**src/rtl/pipelined_execute_stage_pkg.sv**
```systemverilog
// Shared definitions for the execute stage: ALUOp and funct encodings,
// multiply/divide state and operation types.
package execute_defs;

  localparam logic [2:0] ALUOP_ADD   = 3'b000;
  localparam logic [2:0] ALUOP_SUB   = 3'b001;
  localparam logic [2:0] ALUOP_RTYPE = 3'b010;
  localparam logic [2:0] ALUOP_AND   = 3'b011;
  localparam logic [2:0] ALUOP_OR    = 3'b100;
  localparam logic [2:0] ALUOP_SLT   = 3'b101;
  localparam logic [2:0] ALUOP_XOR   = 3'b110;
  localparam logic [2:0] ALUOP_ADDX  = 3'b111;

  localparam logic [5:0] FN_SLL   = 6'h00;
  localparam logic [5:0] FN_SRL   = 6'h02;
  localparam logic [5:0] FN_SRA   = 6'h03;
  localparam logic [5:0] FN_MFHI  = 6'h10;
  localparam logic [5:0] FN_MFLO  = 6'h12;
  localparam logic [5:0] FN_MULT  = 6'h18;
  localparam logic [5:0] FN_MULTU = 6'h19;
  localparam logic [5:0] FN_DIV   = 6'h1A;
  localparam logic [5:0] FN_DIVU  = 6'h1B;
  localparam logic [5:0] FN_ADD   = 6'h20;
  localparam logic [5:0] FN_ADDU  = 6'h21;
  localparam logic [5:0] FN_SUB   = 6'h22;
  localparam logic [5:0] FN_SUBU  = 6'h23;
  localparam logic [5:0] FN_AND   = 6'h24;
  localparam logic [5:0] FN_OR    = 6'h25;
  localparam logic [5:0] FN_XOR   = 6'h26;
  localparam logic [5:0] FN_NOR   = 6'h27;
  localparam logic [5:0] FN_SLT   = 6'h2A;
  localparam logic [5:0] FN_SLTU  = 6'h2B;

  typedef enum logic [1:0] {IDLE, MUL, DIV, FIX} mdu_state_t;
  // Encoding matches funct[1:0] of the four MDU functs.
  typedef enum logic [1:0] {MDU_MULT, MDU_MULTU, MDU_DIV, MDU_DIVU} mdu_op_t;

  function automatic logic is_mdu_op(input logic [2:0] aluop, input logic [5:0] funct);
    return (aluop == ALUOP_RTYPE) &&
           (funct inside {FN_MULT, FN_MULTU, FN_DIV, FN_DIVU});
  endfunction

endpackage

```
**src/rtl/pipelined_execute_stage_mdu.sv**
```systemverilog
// Iterative multiply/divide unit: MSB-first shift-add multiplier and restoring
// divider on magnitudes, one bit per cycle, sign fixed up before HI/LO commit.
module mult_div_unit
  import execute_defs::*;
#(
  parameter int W = 32
) (
  input  logic         clock,
  input  logic         reset,
  input  logic         start,
  input  mdu_op_t      op,
  input  logic [W-1:0] a,
  input  logic [W-1:0] b,
  output logic         busy,
  output logic         done,
  output logic [W-1:0] hi,
  output logic [W-1:0] lo,
  output logic [W-1:0] res_lo
);

  localparam int CW = $clog2(W);

  mdu_state_t     state, state_nxt;
  logic [CW-1:0]  cnt;
  logic [2*W-1:0] acc;
  logic [W-1:0]   mcand, mplier, a_raw;
  logic           is_div, neg, rneg, dz;
  logic [W:0]     rem_sh;
  logic           ge;
  logic [2*W-1:0] prod_s;
  logic [W-1:0]   hi_fix, lo_fix;

  function automatic logic [W-1:0] mag(input logic [W-1:0] x, input logic s);
    return (s && x[W-1]) ? W'(-x) : x;
  endfunction

  assign busy   = (state != IDLE);
  assign done   = (state == FIX);
  assign res_lo = lo_fix;

  // Divider: upper half of acc is the partial remainder, lower half shifts
  // the dividend out and the quotient bits in.
  assign rem_sh = acc[2*W-1:W-1];
  assign ge     = (rem_sh >= {1'b0, mcand});

  always_comb begin
    state_nxt = state;
    case (state)
      IDLE: if (start) state_nxt = op[1] ? DIV : MUL;
      MUL, DIV: if (cnt == '0) state_nxt = FIX;
      FIX: state_nxt = IDLE;
      default: state_nxt = IDLE;
    endcase
  end

  always_comb begin
    prod_s = neg ? -acc : acc;
    hi_fix = prod_s[2*W-1:W];
    lo_fix = prod_s[W-1:0];
    if (is_div) begin
      if (dz) begin
        lo_fix = '1;
        hi_fix = a_raw;
      end else begin
        lo_fix = neg  ? W'(-acc[W-1:0])   : acc[W-1:0];
        hi_fix = rneg ? W'(-acc[2*W-1:W]) : acc[2*W-1:W];
      end
    end
  end

  always_ff @(posedge clock or posedge reset) begin
    if (reset) begin
      state  <= IDLE;
      cnt    <= '0;
      acc    <= '0;
      mcand  <= '0;
      mplier <= '0;
      a_raw  <= '0;
      is_div <= 1'b0;
      neg    <= 1'b0;
      rneg   <= 1'b0;
      dz     <= 1'b0;
      hi     <= '0;
      lo     <= '0;
    end else begin
      state <= state_nxt;
      case (state)
        IDLE: if (start) begin
          cnt    <= CW'(W-1);
          mcand  <= mag(b, ~op[0]);
          mplier <= mag(a, ~op[0]);
          acc    <= op[1] ? {{W{1'b0}}, mag(a, ~op[0])} : '0;
          a_raw  <= a;
          is_div <= op[1];
          neg    <= ~op[0] & (a[W-1] ^ b[W-1]);
          rneg   <= ~op[0] & a[W-1];
          dz     <= (b == '0);
        end
        MUL: begin
          acc <= (acc << 1) + (mplier[cnt] ? {{W{1'b0}}, mcand} : '0);
          cnt <= cnt - 1'b1;
        end
        DIV: begin
          acc <= {(ge ? W'(rem_sh - {1'b0, mcand}) : rem_sh[W-1:0]), acc[W-2:0], ge};
          cnt <= cnt - 1'b1;
        end
        FIX: begin
          hi <= hi_fix;
          lo <= lo_fix;
        end
        default: ;
      endcase
    end
  end

endmodule

```
**src/rtl/pipelined_execute_stage.sv**
```systemverilog
// Handshaked MIPS execute stage: ALU, branch adder, destination select and a
// registered output token held until downstream accepts; MDU ops stall input.
module pipelined_execute_stage
  import execute_defs::*;
#(
  parameter int DATA_WIDTH      = 32,
  parameter int REG_INDEX_WIDTH = 5
) (
  input  logic                       clock,
  input  logic                       reset,
  input  logic                       in_valid,
  output logic                       in_ready,
  input  logic                       RegDst,
  input  logic                       ALUSrc,
  input  logic [2:0]                 ALUOp,
  input  logic [DATA_WIDTH-1:0]      next_PC,
  input  logic [DATA_WIDTH-1:0]      ALU_read_data_1,
  input  logic [DATA_WIDTH-1:0]      ALU_read_data_2,
  input  logic [DATA_WIDTH-1:0]      sign_extended_immediate,
  input  logic [REG_INDEX_WIDTH-1:0] rt,
  input  logic [REG_INDEX_WIDTH-1:0] rd,
  input  logic [5:0]                 funct,
  output logic                       out_valid,
  input  logic                       out_ready,
  output logic [DATA_WIDTH-1:0]      add_result,
  output logic [DATA_WIDTH-1:0]      ALU_result,
  output logic [DATA_WIDTH-1:0]      read_data_2,
  output logic                       Zero,
  output logic                       Overflow,
  output logic [REG_INDEX_WIDTH-1:0] write_register_index
);

  localparam int W = DATA_WIDTH;

  typedef struct packed {
    logic [W-1:0]               add_result;
    logic [W-1:0]               alu_result;
    logic [W-1:0]               read_data_2;
    logic                       zero;
    logic                       overflow;
    logic [REG_INDEX_WIDTH-1:0] wr_idx;
  } ex_rsp_t;

  ex_rsp_t      rsp_q;
  logic         accept, drain, mdu_op, mdu_busy, mdu_done;
  logic [W-1:0] opa, opb, sum, diff, alu_res, add_res, mdu_hi, mdu_lo, mdu_res_lo;
  logic [4:0]   shamt;
  logic         ovf_add, ovf_sub, ovf;

  assign in_ready = !reset && !mdu_busy && (!out_valid || out_ready);
  assign accept   = in_valid && in_ready;
  assign drain    = out_valid && out_ready;
  assign mdu_op   = is_mdu_op(ALUOp, funct);

  assign opa     = ALU_read_data_1;
  assign opb     = ALUSrc ? sign_extended_immediate : ALU_read_data_2;
  assign add_res = next_PC + (sign_extended_immediate << 2);
  assign sum     = opa + opb;
  assign diff    = opa - opb;
  assign ovf_add = (opa[W-1] == opb[W-1]) && (sum[W-1] != opa[W-1]);
  assign ovf_sub = (opa[W-1] != opb[W-1]) && (diff[W-1] != opa[W-1]);
  // shamt is imm[10:6]; the shift form keeps this legal for narrow datapaths.
  assign shamt   = 5'(sign_extended_immediate >> 6);

  always_comb begin
    alu_res = sum;
    ovf     = 1'b0;
    case (ALUOp)
      ALUOP_ADD:  begin alu_res = sum;  ovf = ovf_add; end
      ALUOP_SUB:  begin alu_res = diff; ovf = ovf_sub; end
      ALUOP_AND:  alu_res = opa & opb;
      ALUOP_OR:   alu_res = opa | opb;
      ALUOP_SLT:  alu_res = {{(W-1){1'b0}}, $signed(opa) < $signed(opb)};
      ALUOP_XOR:  alu_res = opa ^ opb;
      ALUOP_ADDX: alu_res = sum;
      ALUOP_RTYPE: begin
        case (funct)
          FN_ADD:  begin alu_res = sum;  ovf = ovf_add; end
          FN_ADDU: alu_res = sum;
          FN_SUB:  begin alu_res = diff; ovf = ovf_sub; end
          FN_SUBU: alu_res = diff;
          FN_AND:  alu_res = opa & opb;
          FN_OR:   alu_res = opa | opb;
          FN_XOR:  alu_res = opa ^ opb;
          FN_NOR:  alu_res = ~(opa | opb);
          FN_SLT:  alu_res = {{(W-1){1'b0}}, $signed(opa) < $signed(opb)};
          FN_SLTU: alu_res = {{(W-1){1'b0}}, opa < opb};
          FN_SLL:  alu_res = opb << shamt;
          FN_SRL:  alu_res = opb >> shamt;
          FN_SRA:  alu_res = W'($signed(opb) >>> shamt);
          FN_MFHI: alu_res = mdu_hi;
          FN_MFLO: alu_res = mdu_lo;
          default: alu_res = sum;
        endcase
      end
      default: alu_res = sum;
    endcase
  end

  mult_div_unit #(.W(W)) u_mdu (
    .clock  (clock),
    .reset  (reset),
    .start  (accept && mdu_op),
    .op     (mdu_op_t'(funct[1:0])),
    .a      (opa),
    .b      (opb),
    .busy   (mdu_busy),
    .done   (mdu_done),
    .hi     (mdu_hi),
    .lo     (mdu_lo),
    .res_lo (mdu_res_lo)
  );

  // MDU accepts only into an empty/draining slot, so PC-adder and rd2 fields
  // are captured at accept and the rest of the token is filled in at FIX.
  always_ff @(posedge clock or posedge reset) begin
    if (reset) begin
      rsp_q     <= '0;
      out_valid <= 1'b0;
    end else begin
      if (drain) out_valid <= 1'b0;
      if (accept) begin
        rsp_q.add_result  <= add_res;
        rsp_q.read_data_2 <= ALU_read_data_2;
        if (!mdu_op) begin
          rsp_q.alu_result <= alu_res;
          rsp_q.zero       <= (alu_res == '0);
          rsp_q.overflow   <= ovf;
          rsp_q.wr_idx     <= RegDst ? rd : rt;
          out_valid        <= 1'b1;
        end
      end
      if (mdu_done) begin
        rsp_q.alu_result <= mdu_res_lo;
        rsp_q.zero       <= 1'b0;
        rsp_q.overflow   <= 1'b0;
        rsp_q.wr_idx     <= '0;
        out_valid        <= 1'b1;
      end
    end
  end

  assign add_result           = rsp_q.add_result;
  assign ALU_result           = rsp_q.alu_result;
  assign read_data_2          = rsp_q.read_data_2;
  assign Zero                 = rsp_q.zero;
  assign Overflow             = rsp_q.overflow;
  assign write_register_index = rsp_q.wr_idx;

endmodule

```
**config.mk**
```make
export PLATFORM = sky130hd
export DESIGN_NAME = pipelined_execute_stage
export DESIGN_NICKNAME = d
export VERILOG_FILES = /design/src/rtl/pipelined_execute_stage_pkg.sv /design/src/rtl/pipelined_execute_stage_mdu.sv /design/src/rtl/pipelined_execute_stage.sv
export SDC_FILE = /design/constraint.sdc
export NUM_CORES = 2
export LEC_CHECK = 0
export CELL_PAD_IN_SITES_DETAIL_PLACEMENT = 1
export CELL_PAD_IN_SITES_GLOBAL_PLACEMENT = 1
export CORE_ASPECT_RATIO = 1.2
export CORE_MARGIN = 2
export CORE_UTILIZATION = 41
export DETAILED_ROUTE_END_ITERATION = 6
export HOLD_SLACK_MARGIN = 0.1
export PLACE_DENSITY = 0.9
export SYNTH_ARGS = -nofsm -noshare
export SYNTH_HDL_FRONTEND = slang
export SYNTH_HIERARCHICAL = 1
export SYNTH_SLANG_ARGS = --single-unit
```
**constraint.sdc**
```tcl
create_clock -name clock -period 8.51 [get_ports clock]
set_input_delay 1.702 -clock clock [delete_from_list [all_inputs] [get_ports clock]]
set_output_delay 1.702 -clock clock [all_outputs]
set_load 0.02 [all_outputs]
```
* Word-level counts from Yosys, hierarchy flattened
Cells that the tools add are included.
** Word-level totals
- Bits in registers :: 339
- Input bits :: 153
- Logic and storage cells :: 149
** Cells by class
- Add/sub/neg operators :: 11
- Magnitude comparators :: 4
- Equality and inequality tests :: 34
- Shift-type cells :: 3
- Multiplexer cells :: 37
- Bitwise operators :: 8
- Reductions and logical operators :: 33
** Operator list (count)
- two-way mux 32 bit :: 14
- case mux 32 bit (12 select lines) :: 1
- case mux 32 bit (7 select lines) :: 1
- case mux 64 bit (3 select lines) :: 1
- two-way mux 64 bit :: 2
- negation 32 bit :: 4
- two-way mux 71 bit :: 1
- adder 32 bit :: 2
- adder 64 bit :: 1
- logical NOT 32 bit :: 2
- less-than comparator 32 bit :: 2
- negation 64 bit :: 1
- subtractor 32 bit :: 2
- == test 6 bit (second input constant) :: 9
- == test 6 x 5 -> 1 bit (second input constant) :: 6
- >= comparator 33 x 32 -> 1 bit :: 1
- bitwise AND 32 bit :: 1
- inverter 32 bit :: 1
- OR 32 bit :: 1
- left shift 32 x 5 -> 32 bit :: 1
- right shift 32 x 5 -> 32 bit :: 1
- >>> shifter 32 x 5 -> 32 bit :: 1
- bitwise XOR 32 bit :: 1
- two-way mux 7 bit :: 2
- other kinds (34) :: 71

* Logic depth before layout (Yosys ltp)
- Depth after elaboration :: 9
- Mapped depth :: 23

* Modules after synthesis
The synthesis kept the hierarchy.
** By module, submodules not included
- pipelined_execute_stage :: instances 1, cells each 2580, area each 19162.1 um^2
- mult_div_unit :: instances 1, cells each 2230, area each 18166.2 um^2

* Worst setup path after synthesis
OpenSTA, ideal clock, no wires.
- Kind :: input -> register
- Start point :: input ALUSrc
- End point :: register rsp_q, in the netlist Overflow
- Data arrival time :: 7.358 ns
- Required time :: 8.432 ns
- Setup slack :: 1.074 ns
- Cell stages on the path :: 23
- Buffers on the path :: 8
- Path through :: buf_2 buf_2 buf_2 buf_1 clkbuf_1 clkbuf_1 clkbuf_1 mux2i_1 ha_1 clkbuf_1 and3_1 and2_1 a311oi_1 o211ai_1 a31o_2 a31oi_1 a22o_1 o21ai_0 xnor2_1 nor4_1 a21oi_1 or4b_2 a21oi_1
** Between the ends
- Longest elaborated chain between the ends :: 9
** RTL lines
- start: declaration :: line pipelined_execute_stage.sv:14 : input logic ALUSrc,
- two-way mux 32 bit (*) :: line pipelined_execute_stage.sv:56 : assign opb = ALUSrc ? sign_extended_immediate : ALU_read_data_2;
- subtractor 32 bit or adder 32 bit (tied branches) :: line pipelined_execute_stage.sv:59, pipelined_execute_stage.sv:58
- != test 1 bit, on equally long branches :: line pipelined_execute_stage.sv:61, pipelined_execute_stage.sv:60
- logical AND 1 bit, on equally long branches :: line pipelined_execute_stage.sv:61, pipelined_execute_stage.sv:60
- case mux 1 bit (2 select lines) :: line pipelined_execute_stage.sv:77 : case (funct)
- case mux 1 bit (3 select lines) (*) :: line pipelined_execute_stage.sv:68 : case (ALUOp)
- two-way mux 7 bit (*) :: line pipelined_execute_stage.sv:125 : if (!mdu_op) begin
- two-way mux 71 bit (*) :: line pipelined_execute_stage.sv:122 : if (accept) begin
- two-way mux 7 bit (*) :: line pipelined_execute_stage.sv:133 : if (mdu_done) begin
- end: declaration :: line pipelined_execute_stage.sv:44 : ex_rsp_t rsp_q;
Mark *: on every way between the ends. The rest lies on a longest branch, timed or not. The select of a mux whose other input is x is not followed.
A chain may end at the register's enable or synchronous reset.

* Worst setup path in the final report
- Start point :: input ALUSrc
- End point :: register rsp_q, in the netlist Zero
** Between the ends
- Longest elaborated chain between the ends :: 9
** RTL lines
- two-way mux 32 bit (*) :: line pipelined_execute_stage.sv:56
- branches (longest 3 deep; another with adder 32 bit)
- case mux 32 bit (7 select lines) (*) :: line pipelined_execute_stage.sv:68
- logical NOT 32 bit (*) :: line pipelined_execute_stage.sv:127 : rsp_q.zero <= (alu_res == '0);
- two-way mux 7 bit (*) :: line pipelined_execute_stage.sv:125
- two-way mux 71 bit (*) :: line pipelined_execute_stage.sv:122
- two-way mux 7 bit (*) :: line pipelined_execute_stage.sv:133
Every way passes the cells marked *. The select of a mux whose other input is x is not followed.

==> impl_metrics.toml <==
[job]
drv_cap = 1

[layout]
post-route-util_pct = 47.02
final_nets = 5247
fillers = 10987
drive_above_1_share_pct = 9.351
area_delta_synth_final_pct = 14.04
regArea_um2 = 8459
multiInputGateArea_um2 = 26830

[synth]
synth_xor_area_share_pct = 7.297
syn_area_per_cell_um2 = 7.761
async_flop_share_pct = 100.0
ys_types = 89
yosysTopAreaCell = "dfrtp_1"
synth-edff-count = 0
syn-num-nets = 5167
yosysMostFrequentCell = "nand2_1"
netlist_top_cells_area = "dfrtp_1 23%, ha_1 6.7%, o21ai_0 5.4%"
ys_top_cells_by_count = "479 x nand2_1, 410 x nor2_1, 402 x o21ai_0"
yosysTopAreaCellShare_pct = 22.66
seq_area_frac_synth_pct = 22.66
synth_warnings = 6
synth_top_family_by_area = "compound AO/OA/AOI/OAI gates"
ys.flop_type = "dfrtp_1"
synth-simple-area-share_pct = 18.26
synthAdderAreaFrac_pct = 6.938
syn_inst = 4810
synth_compound_area_share_pct = 27.14
syn_area_um2 = 37330
synthMuxAreaShare_pct = 11.80
synth_seq_cells = 338

[floorplanning]
start_util_pct = 41.23
dieArea_um2 = 93480
die_width_um = 279.4
num_rows = 121
io_pins = 258
coreArea_um2 = 90530
dieHeight_um = 334.5

[placement]
place_ws_ps = 827.3
gp_congestion = 1.071
io_buffers = 257
hpwl_um = 165700

[setup_path]
crit_path_start_kind = "input pin"
r2r_end = "u_mdu/acc[60]"
crit_arrival_ps = 8260
setup.worst_path.end_class = "flip-flop"
slowest_stage = "o32ai_1"
slowest_delay_ps = 1020
critPathMaxFanout = 60
cp_cell_sequence = "buf_4 -> buf_12 -> mux2i_1 -> ha_1 -> inv_1 -> nand3_1 -> nor2_1 -> nand3_1 -> a2111oi_0 -> buf_4 -> a21oi_1 -> o2111ai_1 -> a31oi_1 -> o32ai_1 -> nand4_1 -> nor3b_1 -> nand4b_1 -> o21ai_1"
rr_worst_depth = 15
r2r_setup_slack_ps = 1540
critPathKind = "input pin to flip-flop"
critical_path.top_delay_family = "compound AO/OA/AOI/OAI gates"
r2r-start = "u_mdu/cnt[0]"
cp_num_buf_inv = 4
required_ps = 9050

[detailed_routing]
vias = 42491
wl_per_cell_um = 35.05
drtPass1Iterations = 6
wl_um = 213700
ant_nets = 0
drcViolationCount = 0
drtIter0Drc = 5274
viasPerCell = 6.968

[global_route]
grt_start_max_net_pins = 147
grt_pass1_vias = 42807
grt-ovfl-total = 0
antenna_found_initial = 12
grt_pass1_wl_um = 306100
grt_usage_pct = 44.64

[min_path]
min_to = "add_result[7]"
whs_path_depth = 2
min_path_type = "flip-flop to flip-flop"
min_from = "add_result[7]"

[power_and_ir_drop]
p_total_w = 0.01032
p_leak_nw = 17.61
p_per_area_nw_per_um2 = 242.3
ir_drop_uv = 243.5

[clock_tree]
clock_latency_ps = 620
cts_tree = "yes"
clkTransAtPathRegs_ps = 70
ctsLongestPathBuffers = 3
cts_root_buf = "clkbuf_16"
htreeDepth = 2
cts.sinks = 338
postCtsHoldBufs = 0
cts_setup_buffers = 0
cts_made_buffers = 38
cts_resized = 0

[outcome]
status = "complete, but fails checks"
violations = "max-capacitance violations, max-slew violations"

[timing]
slew_headroom_pct = -1.343
timing.setup.tns_ps = 0
setup_violations = 0
tightestPinTransition_ps = 1512
finalClockSkew_ps = 18.45
fin_crit_ps = 7717
rsz0062_at_grt = "false"
setup_slack_ps = 793.5
hold_viol_final = 0
post-route-period-util_pct = 90.68
max_freq_ghz = 0.1296
drv_slew = 6
## power breakdown
group	internal (W)	total (W)	leakage (nW)	switching [W]
registers	0.00210	0.00279	4.37	0.000688
logic	0.00206	0.00570	12.6	0.00364
clock network	0.00102	0.00183	0.649	0.000801
## metal layers
layer  global-route usage (%)  up-vias  wire length (um)
met2                    71.69     2574             96200
met4                    43.43        6             25840
met5                        0        -                37
met3                    10.23      970             18020
li1                         -    17877                 -
met1                    48.07    21064             73630
## cells by family (layout without fill, tap and decap cells)
logic type | count (synthesis) | after routing
simple gates | 1457 | 1457
flops | 338 | 338
buf+inv | 573 | 682
compound gates | 1566 | 1566
other cells | 0 | 11
xor+xnor | 311 | 311
fa+ha+maj | 204 | 204
mux | 361 | 361
## layout make-up
class / count / share of cell area (%)
Antenna cell: 11 / 0.06466
Sequential cell: 338 / 19.87
Inverter: 215 / 1.919
Clock buffer: 50 / 2.528
Timing Repair Buffer: 398 / 8.556
Clock inverter: 19 / 0.6055
Tap cell: 1168 / 3.433
Multi-Input combinational cell: 3899 / 63.02
## cell usage in the layout (no fill, tap or decap), drive strengths merged, types with 20 or more instances in the layout
cell type      instances
xnor2                178
and2                  20
ha                   199
or3                   51
clkbuf                51
or2                   20
a222oi                25
inv                  211
o21a                  41
nor2                 410
and3                  38
a211oi                73
nand2b                60
a21oi                341
a21o                  62
mux2                 123
a31oi                 82
dfrtp                338
o22ai                 36
o31ai                 54
a221oi                45
or4                   23
a22oi                 37
clkdlybuf4s50        249
nand2                480
mux4                  51
nand3                107
nor2b                 35
o21ai                441
nor4                  33
o21bai                27
mux2i                187
nand4                 47
buf                  148
o221ai                38
nor3                  88
o211ai                64
xor2                 133
## worst max path at each step
| stage | from | to | cells after the start |
|---|---|---|---|
| 6_report | ALUSrc | Zero | 18 |
| 5_1_grt | ALUSrc | Zero | 18 |
| 4_1_cts | ALUSrc | Zero | 18 |
| 3_5_place_dp | ALUSrc | Zero | 18 |
| 3_3_place_gp | funct[5] | Zero | 13 |
| 2_1_floorplan | reset | u_mdu/a_raw[10] | 1 |
## worst reg2reg max path, stage by stage, from the launching register on
cell and delay (ps):
dfrtp_1 850, mux4_2 640, mux4_2 560, mux2i_2 640, buf_4 350, nor2_1 70
ha_1 370, a21o_1 190, a21o_1 180, a221o_1 320, or3_1 340, o211ai_1 970
a21oi_1 550, and4_1 360, a311oi_1 260, o311ai_1 170
## per-stage QoR
| step | hold slack, ps | cells | instance area, um^2 |
|---|---|---|---|
| finish | 480.5 | 6098 | 42570 |
| global route | 509.6 | 6092 | 42560 |
| CTS | 482.3 | 6085 | 42500 |
| detailed placement | 463.9 | 6016 | 41170 |
| global placement | 457.9 | 6015 | 41150 |
| floorplan | 444.6 | 4810 | 37330 |
## flip-flops by register name, indices dropped and copies added (netlist names), 2 cells and up
register / flops
u_mdu/acc: 64
ALU_result: 32
add_result: 32
read_data_2: 32
u_mdu/hi: 32
u_mdu/lo: 32
u_mdu/mcand: 32
u_mdu/mplier: 32
u_mdu/a_raw: 31
u_mdu/cnt: 5
write_register_index: 5
u_mdu/state: 2
Note: power is estimated with default switching activity, not from simulation.
